==> config.mk <==
export PLATFORM = sky130hd
export DESIGN_NAME = rr_mux_sel_ctrl_flat
export DESIGN_NICKNAME = d
export VERILOG_FILES = /design/src/rtl/rr_mux_sel_ctrl_if.sv /design/src/rtl/rr_mux_sel_ctrl.sv /design/src/flat_wrapper.sv
export SDC_FILE = /design/constraint.sdc
export NUM_CORES = 1
export LEC_CHECK = 0
export ABC_CLOCK_PERIOD_IN_PS = 3500
export BUFFER_PORTS_ARGS = -buffer_cell sky130_fd_sc_hd__buf_2
export CAP_MARGIN = 15
export CORE_MARGIN = 2
export CORE_UTILIZATION = 35
export DETAILED_ROUTE_END_ITERATION = 6
export GPL_TIMING_DRIVEN = 1
export PLACE_DENSITY = 0.67
export SYNTH_ARGS = -nofsm -noshare
export SYNTH_HDL_FRONTEND = slang
export SYNTH_SLANG_ARGS = --single-unit
==> constraint.sdc <==
create_clock -name clk -period 3.5 [get_ports clk]
set_input_delay 0 -clock clk [delete_from_list [all_inputs] [get_ports clk]]
set_output_delay 0 -clock clk [all_outputs]
set_load 0.01 [all_outputs]
==> src/rtl/rr_mux_sel_ctrl_if.sv <==
`default_nettype none
// ============================================================================
// Module   : rr_mux_sel_ctrl_if
// Brief    : Request/grant bundle between two requesters and the mux arbiter.
// Revision : 1.0 - initial release
// ============================================================================
interface rr_mux_sel_ctrl_if #(
    parameter int CNT_W = 3
);
    logic             req0;
    logic             req1;
    logic             sel;
    logic             en;
    logic             gnt0;
    logic             gnt1;
    logic [CNT_W-1:0] hold_cnt;

    // Requester side drives requests and observes grants.
    modport master (
        output req0, req1,
        input  sel, en, gnt0, gnt1, hold_cnt
    );

    // Arbiter side.
    modport slave (
        input  req0, req1,
        output sel, en, gnt0, gnt1, hold_cnt
    );
endinterface
`default_nettype wire

==> src/rtl/rr_mux_sel_ctrl.sv <==
`default_nettype none
// ============================================================================
// Module   : rr_mux_sel_ctrl
// Brief    : Two-requester burst-limited round-robin arbiter driving mux sel/en.
// Revision : 1.0 - initial release
// ============================================================================
module rr_mux_sel_ctrl #(
    parameter int MAX_HOLD = 4,
    parameter int CNT_W    = 3
) (
    input  wire logic         clk,
    input  wire logic         rst,
    rr_mux_sel_ctrl_if.slave  bus
);

    localparam logic [1:0]       c_IDLE      = 2'd0;
    localparam logic [1:0]       c_G0        = 2'd1;
    localparam logic [1:0]       c_G1        = 2'd2;
    localparam logic [CNT_W-1:0] c_HOLD_LAST = CNT_W'(MAX_HOLD - 1);
    localparam logic [CNT_W-1:0] c_CNT_ONE   = CNT_W'(1);

    logic [1:0]       r_state;
    logic [CNT_W-1:0] r_hold_cnt;
    logic             r_last_gnt;
    logic             r_sel;

    logic [1:0]       w_state_nxt;
    logic [CNT_W-1:0] w_cnt_nxt;
    logic             w_last_nxt;
    logic             w_sel_nxt;
    logic             w_en;
    logic             w_gnt0;
    logic             w_gnt1;

    always_ff @(posedge clk) begin
        if (rst) begin
            r_state    <= c_IDLE;
            r_hold_cnt <= '0;
            r_last_gnt <= 1'b1;
            r_sel      <= 1'b0;
        end else begin
            r_state    <= w_state_nxt;
            r_hold_cnt <= w_cnt_nxt;
            r_last_gnt <= w_last_nxt;
            r_sel      <= w_sel_nxt;
        end
    end

    always_comb begin
        w_state_nxt = r_state;
        w_cnt_nxt   = '0;
        w_last_nxt  = r_last_gnt;
        w_sel_nxt   = r_sel;
        case (r_state)
            c_IDLE: begin
                if (bus.req0 && bus.req1) begin
                    w_state_nxt = r_last_gnt ? c_G0 : c_G1;
                end else if (bus.req0) begin
                    w_state_nxt = c_G0;
                end else if (bus.req1) begin
                    w_state_nxt = c_G1;
                end else begin
                    w_state_nxt = c_IDLE;
                end
            end
            c_G0: begin
                if (bus.req0 && r_hold_cnt != c_HOLD_LAST) begin
                    w_cnt_nxt = r_hold_cnt + c_CNT_ONE;
                end else if (bus.req1) begin
                    w_state_nxt = c_G1;
                end else if (!bus.req0) begin
                    w_state_nxt = c_IDLE;
                end
                // Otherwise the burst limit was hit with no competitor: stay, count wraps.
            end
            c_G1: begin
                if (bus.req1 && r_hold_cnt != c_HOLD_LAST) begin
                    w_cnt_nxt = r_hold_cnt + c_CNT_ONE;
                end else if (bus.req0) begin
                    w_state_nxt = c_G0;
                end else if (!bus.req1) begin
                    w_state_nxt = c_IDLE;
                end
            end
            default: begin
                w_state_nxt = c_IDLE;
            end
        endcase

        // A fresh grant records its owner and points the mux at it.
        if (w_state_nxt != r_state && w_state_nxt != c_IDLE) begin
            w_cnt_nxt  = '0;
            w_last_nxt = (w_state_nxt == c_G1);
            w_sel_nxt  = (w_state_nxt == c_G1);
        end
    end

    always_comb begin
        w_en   = (r_state == c_G0) || (r_state == c_G1);
        w_gnt0 = (r_state == c_G0);
        w_gnt1 = (r_state == c_G1);
    end

    assign bus.en       = w_en;
    assign bus.gnt0     = w_gnt0;
    assign bus.gnt1     = w_gnt1;
    assign bus.sel      = r_sel;
    assign bus.hold_cnt = r_hold_cnt;

endmodule
`default_nettype wire

==> src/flat_wrapper.sv <==
// flat-port wrapper written by rule: the top's interface ports become plain ports
module rr_mux_sel_ctrl_flat 
#(
    parameter int MAX_HOLD = 4,
    parameter int CNT_W    = 3
)
  (clk, rst, bus_req0, bus_req1, bus_sel, bus_en, bus_gnt0, bus_gnt1, bus_hold_cnt);
  rr_mux_sel_ctrl_if #(.CNT_W(CNT_W)) bus_i ();
  input  wire logic clk;
  input  wire logic rst;
  input wire logic [$bits(bus_i.req0)-1:0] bus_req0;
  input wire logic [$bits(bus_i.req1)-1:0] bus_req1;
  output wire logic [$bits(bus_i.sel)-1:0] bus_sel;
  output wire logic [$bits(bus_i.en)-1:0] bus_en;
  output wire logic [$bits(bus_i.gnt0)-1:0] bus_gnt0;
  output wire logic [$bits(bus_i.gnt1)-1:0] bus_gnt1;
  output wire logic [$bits(bus_i.hold_cnt)-1:0] bus_hold_cnt;
  assign bus_i.req0 = bus_req0;
  assign bus_i.req1 = bus_req1;
  assign bus_sel = bus_i.sel;
  assign bus_en = bus_i.en;
  assign bus_gnt0 = bus_i.gnt0;
  assign bus_gnt1 = bus_i.gnt1;
  assign bus_hold_cnt = bus_i.hold_cnt;
  rr_mux_sel_ctrl #(.MAX_HOLD(MAX_HOLD), .CNT_W(CNT_W)) u_core (.clk(clk), .rst(rst), .bus(bus_i));
endmodule
==> flow_metrics.env <==
export IMPL_worstHoldPathType="input port to flip-flop"
export IMPL_power_density_nw_per_um2=429
export IMPL_die_height_um=40.1
export IMPL_crit_fanout=5
export IMPL_boundaryPins=11
export IMPL_ys_warn_count=0
export IMPL_hold_viol=0
export IMPL_routed_wl_um=959
export IMPL_drt_pass1_iter_count=4
export IMPL_tns_ns=0
export IMPL_syn_nets=62
export IMPL_cts_root_buf="clkbuf_4"
export IMPL_drv_slew=0
export IMPL_run_status="complete, no violations"
export IMPL_dp_hpwl_um=794
export IMPL_rows=12
export IMPL_vias=419
export IMPL_cts_num_sinks=7
export IMPL_fill_cells=110
export IMPL_critPathLaunchType="flip-flop"
export IMPL_grtUsageMet3=0.0333
export IMPL_busiest_layer="met2"
export IMPL_worst_slew_pin_slew_ns=0.422
export IMPL_fmax_ghz=0.492
export IMPL_grt_pass1_vias=367
export IMPL_ir_drop_mv=0.241
export IMPL_r2r_start="u_core.bus.hold_cnt[0]"
export IMPL_layout_drive_gt1_share=0.254
export IMPL_grt_use_met1=0.145
export IMPL_wl_per_cell_um=11.8
export IMPL_cts_buffer_depth=2
export IMPL_worstPathArrival_ns=2.14
export IMPL_ys_ff_latch=7
export IMPL_worstPathRequired_ns=3.61
export IMPL_port_buffer_count=10
export IMPL_r2r_setup_slack_ns=1.47
export IMPL_post_cts_resized=0
export IMPL_slowest_delay_ns=0.38
export IMPL_htree_levels=1
export IMPL_hold_ws_ns=0.331
export IMPL_worst_setup_path_end_kind="flip-flop"
export IMPL_cts_hold_buffers=1
export IMPL_clkTransAtPathRegs_ns=0.05
export IMPL_antenna_left=0
export IMPL_antenna_cells=0
export IMPL_fin_crit_ns=2.03
export IMPL_cts_tree="yes"
export IMPL_cts_made_buffers=3
export IMPL_slew_headroom=0.719
export IMPL_drt_iter0_markers=2
export IMPL_finalCritPeriodShare=0.581
export IMPL_initial_core_util=0.394
export IMPL_grt_overflow=0
export IMPL_seq_area_frac_synth=0.308
export IMPL_critPathMostFrequentCell="ha_1"
export IMPL_setup_viol=0
export IMPL_crit_path_top_delay_cell="o32ai_2"
export IMPL_syn_inst=52
export IMPL_grt_use_total=0.143
export IMPL_grt_pass1_wl_um=1430
export IMPL_core_area_um2=1160
export IMPL_die_area_um2=1610
export IMPL_synthToLayoutAreaGrowth_pct=22.8
export IMPL_netlist_area_um2=455
export IMPL_gp_congestion=0.739
export IMPL_avgSynthCellArea_um2=8.76
export IMPL_post_cts_buffers=0
export IMPL_leakage_nw=0.254
export IMPL_min_delay_worst_endpoint="u_core.bus.hold_cnt[2]"
export IMPL_rsz0062_at_grt="false"
export IMPL_min_path_cells=4
export IMPL_skew_ns=0.00205
export IMPL_hold_start="bus_req0"
export IMPL_grt_antenna_before_repair=0
export IMPL_met2_usage=0.242
export IMPL_vias_per_cell=5.17
export IMPL_crit_chain="ha_1, ha_1, nand2_1, a32o_1, o31a_1, o32ai_2, o22ai_2"
export IMPL_drc_errors=0
export IMPL_clock_latency_ns=0.24
export IMPL_drv_cap=0
export IMPL_synthDistinctLibCells=20
export IMPL_reg2reg_to="u_core.bus.sel"
export IMPL_r2r_cells=7
export IMPL_final_nets=78
export IMPL_grt_max_degree=9
export IMPL_die_x_um=40.1
export IMPL_path_class="flip-flop to flip-flop"
## how the worst max path moves through the flow
| stage | start | to | slack [ns] | cells past startpoint |
|---|---|---|---|---|
| final | u_core.bus.hold_cnt[0] | u_core.bus.sel | 1.47 | 7 |
| after global routing | u_core.bus.hold_cnt[0] | u_core.bus.sel | 1.30 | 7 |
| after CTS | u_core.bus.hold_cnt[0] | u_core.bus.sel | 1.44 | 7 |
| after detailed placement | u_core.bus.hold_cnt[0] | u_core.bus.sel | 1.45 | 7 |
| after global placement | u_core.bus.hold_cnt[0] | u_core.bus.sel | 1.55 | 7 |
| after floorplan | u_core.bus.hold_cnt[0] | u_core.bus.sel | 1.60 | 7 |
## layout by cell type, fill, tap and decap left out, types with 2 or more instances in the layout
cell type and instances:
nor3_1 5, nand2_1 7, inv_1 7, o22ai_1 2
clkbuf_4 3, a21oi_1 2, ha_1 6, dfxtp_1 7
nor2b_1 3, buf_2 10, o31a_1 2
## registers in the layout (all words and copies together), names as in the netlist
register             flops
u_core.bus.hold_cnt      3
u_core.r_state           2
u_core.bus.sel           1
u_core.r_last_gnt        1
## synthesized netlist by cell type
cell type / number / area, um^2
dfxtp_1: 7 / 140
inv_1: 7 / 26.3
nand2_1: 7 / 26.3
ha_1: 6 / 75.1
nor3_1: 5 / 25.0
nor2b_1: 3 / 18.8
a21oi_1: 2 / 10.0
o22ai_1: 2 / 12.5
o31a_1: 2 / 17.5
a22o_1: 1 / 8.76
a22oi_1: 1 / 7.51
a32o_1: 1 / 10.0
a32o_2: 1 / 11.3
and2_1: 1 / 6.26
nand4b_1: 1 / 8.76
nor2_1: 1 / 3.75
o211ai_1: 1 / 7.51
o22ai_2: 1 / 12.5
o32ai_2: 1 / 16.3
or3b_4: 1 / 11.3
## logic make-up (layout without fill, tap and decap cells)
family	count (synthesis)	count (layout)	synth area share
AND/OR/NAND/NOR	19	19	0.220
AO/OA/AOI/OAI	13	13	0.250
flip-flops	7	7	0.308
buffers and inverters	7	22	0.0577
adder cells (fa/ha/maj)	6	6	0.165
## cell type report
| cell class | count | area (um^2) | area share |
|---|---|---|---|
| clock buffer | 4 | 26.3 | 0.0470 |
| inverter | 7 | 26.3 | 0.0470 |
| multi-input combinational | 38 | 289 | 0.517 |
| sequential | 7 | 140 | 0.251 |
| tap | 14 | 17.5 | 0.0313 |
| timing repair buffer | 11 | 60.1 | 0.107 |
## per-stage QoR
step           area [um^2]  power (mW)  utilization  setup WS, ns  cells
6_report               559       0.240        0.484          1.47     81
5_1_grt                559       0.257        0.484          1.30     81
4_1_cts                559       0.243        0.484          1.44     81
3_5_place_dp           523       0.170        0.452          1.45     76
3_3_place_gp           523       0.168        0.452          1.55     76
2_1_floorplan          455       0.149            -          1.60     52
## per-layer routing
metal / up-vias / part of all wire / wire, um
met4: 0 / 0.010 / 10
met3: 2 / 0.032 / 31
met5: - / 0 / 0
met2: 9 / 0.47 / 451
li1: 220 / - / -
met1: 188 / 0.49 / 466
## worst max-delay path: cells and delay by family (launching register included)
family / cells / cell delay, ns
AOI/OAI and AO/OA: 4 / 1.06
adders and majority gates: 2 / 0.41
and+or+nand+nor: 1 / 0.07
DFF: 1 / 0.36
## power by group
group	switching, mW	internal (mW)
clock	0.0272	0.0433
combinational	0.0420	0.0339
sequential	0.00634	0.0872
total	0.0755	0.164
Power figures use the tool's default switching activity.
